<file path="config.mk">
export PLATFORM = sky130hd
export DESIGN_NAME = mc_ctrl
export DESIGN_NICKNAME = d
export VERILOG_FILES = /design/src/rtl/mc_ctrl.sv
export SDC_FILE = /design/constraint.sdc
export NUM_CORES = 1
export LEC_CHECK = 0
export BUFFER_PORTS_ARGS = -buffer_cell sky130_fd_sc_hd__buf_2
export CAP_MARGIN = 30
export CORE_UTILIZATION = 55
export CTS_CLUSTER_SIZE = 24
export DETAILED_ROUTE_END_ITERATION = 6
export GPL_TIMING_DRIVEN = 0
export PLACE_DENSITY = 0.8
export SKIP_LAST_GASP = 1
export SYNTH_ARGS = -nofsm -noshare
export SYNTH_HDL_FRONTEND = slang
export SYNTH_SLANG_ARGS = --single-unit
</file>
<file path="constraint.sdc">
create_clock -name i_clk -period 2.5 [get_ports i_clk]
set_input_delay 0.125 -clock i_clk [delete_from_list [all_inputs] [get_ports i_clk]]
set_output_delay 0.125 -clock i_clk [all_outputs]
set_load 0.01 [all_outputs]
</file>
<file path="src/rtl/mc_ctrl.sv">
// Multi-cycle sequencer for the 4-bit-opcode CPU: steps each instruction through
// FETCH/DECODE/EXEC/MEM/WB over one shared memory port guarded by a request timeout.
module mc_ctrl #(
  parameter int unsigned TIMEOUT = 255,
  parameter int unsigned CNT_W   = 16
) (
  input  logic       i_clk,
  input  logic       i_rst_n,
  input  logic [3:0] i_op,
  input  logic       i_zero,
  input  logic       i_mem_ready,
  output logic       o_mem_req,
  output logic       o_mem_we,
  output logic       o_iord,
  output logic       o_ir_we,
  output logic       o_pc_we,
  output logic [1:0] o_pc_src,
  output logic       o_regwrite,
  output logic       o_regdst,
  output logic       o_memtoreg,
  output logic       o_alusrc,
  output logic [2:0] o_alucontrol,
  output logic       o_instr_done,
  output logic       o_illegal_op,
  output logic       o_halted
);

  typedef enum logic [2:0] {
    S_RST    = 3'd0,
    S_FETCH  = 3'd1,
    S_DECODE = 3'd2,
    S_EXEC   = 3'd3,
    S_MEM    = 3'd4,
    S_WB     = 3'd5,
    S_HALT   = 3'd6
  } state_t;

  // Opcode map: 0000..0110 are R-type with alucontrol = op[2:0].
  localparam logic [3:0] OP_RMAX = 4'b0110;
  localparam logic [3:0] OP_ADDI = 4'b0111;
  localparam logic [3:0] OP_BNE  = 4'b1000;
  localparam logic [3:0] OP_LD   = 4'b1001;
  localparam logic [3:0] OP_ST   = 4'b1010;
  localparam logic [3:0] OP_JMP  = 4'b1011;
  localparam logic [3:0] OP_NOP  = 4'b1100;

  localparam logic [CNT_W-1:0] LAST_WAIT = CNT_W'(TIMEOUT - 1);

  state_t           r_state;
  state_t           w_next;
  logic [CNT_W-1:0] r_wait_cnt;
  logic             w_expired;

  assign w_expired = (r_wait_cnt == LAST_WAIT);

  // State and wait counter; the counter restarts whenever a new request phase begins.
  always_ff @(posedge i_clk) begin
    if (!i_rst_n) begin
      r_state    <= S_RST;
      r_wait_cnt <= {CNT_W{1'b0}};
    end else begin
      r_state <= w_next;
      if ((w_next != r_state) && ((w_next == S_FETCH) || (w_next == S_MEM))) begin
        r_wait_cnt <= {CNT_W{1'b0}};
      end else if (o_mem_req && !i_mem_ready) begin
        r_wait_cnt <= r_wait_cnt + {{(CNT_W-1){1'b0}}, 1'b1};
      end else begin
        r_wait_cnt <= r_wait_cnt;
      end
    end
  end

  // Next-state and output decode from state, opcode and the handshake inputs.
  always_comb begin
    w_next       = r_state;
    o_mem_req    = 1'b0;
    o_mem_we     = 1'b0;
    o_iord       = 1'b0;
    o_ir_we      = 1'b0;
    o_pc_we      = 1'b0;
    o_pc_src     = 2'b00;
    o_regwrite   = 1'b0;
    o_regdst     = 1'b0;
    o_memtoreg   = 1'b0;
    o_alusrc     = 1'b0;
    o_alucontrol = 3'b000;
    o_instr_done = 1'b0;
    o_illegal_op = 1'b0;
    o_halted     = 1'b0;
    case (r_state)
      S_RST: begin
        w_next = S_FETCH;
      end
      S_FETCH: begin
        o_mem_req = 1'b1;
        if (i_mem_ready) begin
          o_ir_we = 1'b1;
          o_pc_we = 1'b1;
          w_next  = S_DECODE;
        end else if (w_expired) begin
          w_next = S_HALT;
        end else begin
          w_next = S_FETCH;
        end
      end
      S_DECODE: begin
        if (i_op == OP_JMP) begin
          o_pc_we      = 1'b1;
          o_pc_src     = 2'b10;
          o_instr_done = 1'b1;
          w_next       = S_FETCH;
        end else if (i_op == OP_NOP) begin
          o_instr_done = 1'b1;
          w_next       = S_FETCH;
        end else if (i_op > OP_NOP) begin
          o_illegal_op = 1'b1;
          o_instr_done = 1'b1;
          w_next       = S_FETCH;
        end else begin
          w_next = S_EXEC;
        end
      end
      S_EXEC: begin
        if (i_op <= OP_RMAX) begin
          o_alucontrol = i_op[2:0];
          w_next       = S_WB;
        end else if (i_op == OP_ADDI) begin
          o_alusrc = 1'b1;
          w_next   = S_WB;
        end else if ((i_op == OP_LD) || (i_op == OP_ST)) begin
          o_alusrc = 1'b1;
          w_next   = S_MEM;
        end else if (i_op == OP_BNE) begin
          o_alucontrol = 3'b111;
          o_instr_done = 1'b1;
          w_next       = S_FETCH;
          if (!i_zero) begin
            o_pc_we  = 1'b1;
            o_pc_src = 2'b01;
          end else begin
            o_pc_we  = 1'b0;
          end
        end else begin
          w_next = S_FETCH;
        end
      end
      S_MEM: begin
        o_mem_req = 1'b1;
        o_iord    = 1'b1;
        o_alusrc  = 1'b1;
        o_mem_we  = (i_op == OP_ST);
        if (i_mem_ready) begin
          if (i_op == OP_ST) begin
            o_instr_done = 1'b1;
            w_next       = S_FETCH;
          end else begin
            w_next = S_WB;
          end
        end else if (w_expired) begin
          w_next = S_HALT;
        end else begin
          w_next = S_MEM;
        end
      end
      S_WB: begin
        o_regwrite   = 1'b1;
        o_instr_done = 1'b1;
        o_regdst     = (i_op <= OP_RMAX);
        o_memtoreg   = (i_op == OP_LD);
        w_next       = S_FETCH;
      end
      S_HALT: begin
        o_halted = 1'b1;
        w_next   = S_HALT;
      end
      default: begin
        w_next = S_RST;
      end
    endcase
  end

endmodule

</file>
==> metrics.txt <==
synth cell count leaders=nor2_1, a31oi_1, dfxtp_1; routability cong.=0.940; gr usage total=24.9%; RSZ-0062 raised after global routing=no; # setup viols final=0; I/O pin cnt=25; core area=2450 sq um; largest net degree at the start of global routing=12; total CTS buffers=3; antenna violations before repair=0; vias=1450; max-slew violation count=0; Hold Crit Start=i_rst_n; Reg-to-Reg Start=r_state[2]; period utilisation layout=83.2%; most frequent cell after synthesis=nor2_1; Hold EP=r_state[1]; maximum VDD drop=0.395 mV; post-synthesis simple-gate area fraction=31.0%; H-tree depth=1; maximum root-to-sink buffer count=2; EDFF count, synth=0; Pwr Density=382 nW/um^2; vias in the first global route=1195; Filler Cells Inserted=243; adder-cell share of the synthesized area=1.76%; I/O Buffers=22; CTS root buf=clkbuf_4; critical path required time=2680 ps; ys async rst share=0%; synthesized net count=194; DRC errors left=0; Synth area leader=dfxtp_1; Final Hold Fails=0; xor-xnor portion of the synthesized cell area=10.5%; combinational family with the most area after synthesis=simple AND/OR/NAND/NOR gates; slew at the pin closest to its max-slew limit=447 ps; worst r2r path cells=7; FP Rows=18; wire per inst=14.5 microns; DRT iter0 DRCs=56; TNS Setup=0 ps; # diodes=0; fmax=0.481 GHz; crit path max fanout=10; Crit Path Class=reg -> reg; hold path cells=3; postcts setup bufs=0; Initial Util=57.9%; sequential area share after synthesis=26.8%; CTS Hold Bufs=0; Data arrival, critical path=2260 ps; CTS clk-pin slew, worst paths=120 ps; Rel. slew slack=69.8%; vias per cell=6.04; status=finished, final reports clean; syn avg cell area=7.72 sq um; Die H=52.8 microns; post-synthesis cell count=184; clock latency on the worst-skew pair=300 ps; die area=2790 sq um; Finished Core Util=65.0%; Post-Syn Area=1420 sq um; FF+latch count, synth=19; clk sinks=19; DIE WIDTH=52.8 microns; Primary FF master, synth=dfxtp_1; Synth cell types=44; drt total wl=3490 microns; post_cts resized=0; P&R area growth vs syn=12.3%; Compound-Gate Fraction of Synth Area=20.2%; Pleak=0.609 nW; first-pass GRT wire length=5240 microns; Synth top area share=26.8%; placed wire-length estimate=2540 microns; Synth warnings=0; CP Launch Type=flop; Max-cap violations=0; mux cell area share after synthesis=1.41%; skew final=14.6 ps; Hold Path Class=in -> reg; share of cells above drive strength 1=20.5%; reg-to-reg critical path endpoint=r_wait_cnt[9]; nets=221; Tmin final=2080 ps; CTS tree=yes; GR Overflow Total=0; synth top area cells=dfxtp_1, xnor2_1, a31oi_1; drt first pass iters=4; R2R setup slack=420 ps; Critical Path End Type=flop; Detail Route Antenna Nets=0
[worst max path at each step]
stage | start | end | slack (ps)
2_1_floorplan | r_wait_cnt[9] | r_wait_cnt[3] | 700
3_3_place_gp | r_wait_cnt[9] | r_wait_cnt[3] | 500
3_5_place_dp | r_state[2] | r_wait_cnt[3] | 450
4_1_cts | r_state[2] | r_wait_cnt[7] | 420
5_1_grt | r_wait_cnt[3] | r_wait_cnt[7] | 250
6_report | r_state[2] | r_wait_cnt[9] | 420
[placed cells by master, fill, tap and decap left out, drive strengths merged]
master / instances
o211a: 1
nand3: 8
o31a: 1
or4: 1
nand4: 2
o311ai: 1
o22a: 2
or3: 2
o22ai: 2
mux2i: 2
ha: 2
clkinv: 1
a31oi: 20
inv: 10
nor3: 10
o2111ai: 1
buf: 32
xnor2: 16
nand3b: 4
and4: 2
nor2b: 3
xor2: 1
and2: 1
or2: 1
clkbuf: 5
o211ai: 1
nor4: 6
nand4b: 2
a311o: 1
nor2: 20
nand2b: 5
o21ai: 2
dfxtp: 19
a211oi: 3
a21o: 1
nand2: 11
nor3b: 3
a21oi: 5
[registers in the layout, summed over array words and instances, names as in the netlist]
| name | cells |
|---|---|
| r_wait_cnt | 16 |
| r_state | 3 |
[worst max-delay path, stage by stage, from the launching register on]
cell and delay (ps):
dfxtp_1 320, buf_2 170, nand3b_1 320, a211oi_1 320, o22ai_1 140, a31oi_2 380, buf_6 200, a31oi_1 90
[cells by family (layout without fill, tap and decap cells)]
family / after synthesis / count (layout)
flops: 19 / 19
buf+inv: 22 / 48
mux: 2 / 2
simple gates: 81 / 81
xor+xnor: 17 / 17
compound gates: 41 / 41
fa+ha+maj: 2 / 2
[area by class of cell]
class | count | area [sq um] | share of cell area (%)
flip-flops and latches | 19 | 380 | 23.8
clock inverters | 1 | 5.00 | 0.313
clock buffers | 3 | 22.5 | 1.41
well taps | 30 | 37.5 | 2.35
repair buffers | 22 | 110 | 6.90
inverters | 10 | 37.5 | 2.35
plain buffers | 12 | 82.6 | 5.17
multi-input cells | 143 | 921 | 57.7
[per-layer routing]
metal / part of all wire [%] / track usage (%) / vias to the layer above
met5: 0 / 0 / -
met4: 0 / 3.51 / 0
met3: 4.5 / 5.80 / 0
met2: 47 / 40.5 / 37
met1: 48 / 33.9 / 687
li1: - / - / 726
[through the flow]
step	cells	hold slack [ps]	setup WS, ps	area (sq um)	total power, mW
final	240	121	420	1600	0.610
after floorplan	184	248	704	1420	0.421
after global routing	240	118	248	1600	0.634
after detailed placement	236	446	446	1570	0.456
after global placement	236	433	496	1570	0.453
after CTS	240	116	417	1600	0.609
[power by group]
group	switching, mW	leakage [nW]	total (mW)	internal, mW
Sequential	0.00198	0.154	0.309	0.307
Clock	0.0995	0.0177	0.159	0.0596
Combinational	0.0881	0.438	0.142	0.0538
No activity file was read; power rests on OpenSTA's default activity.
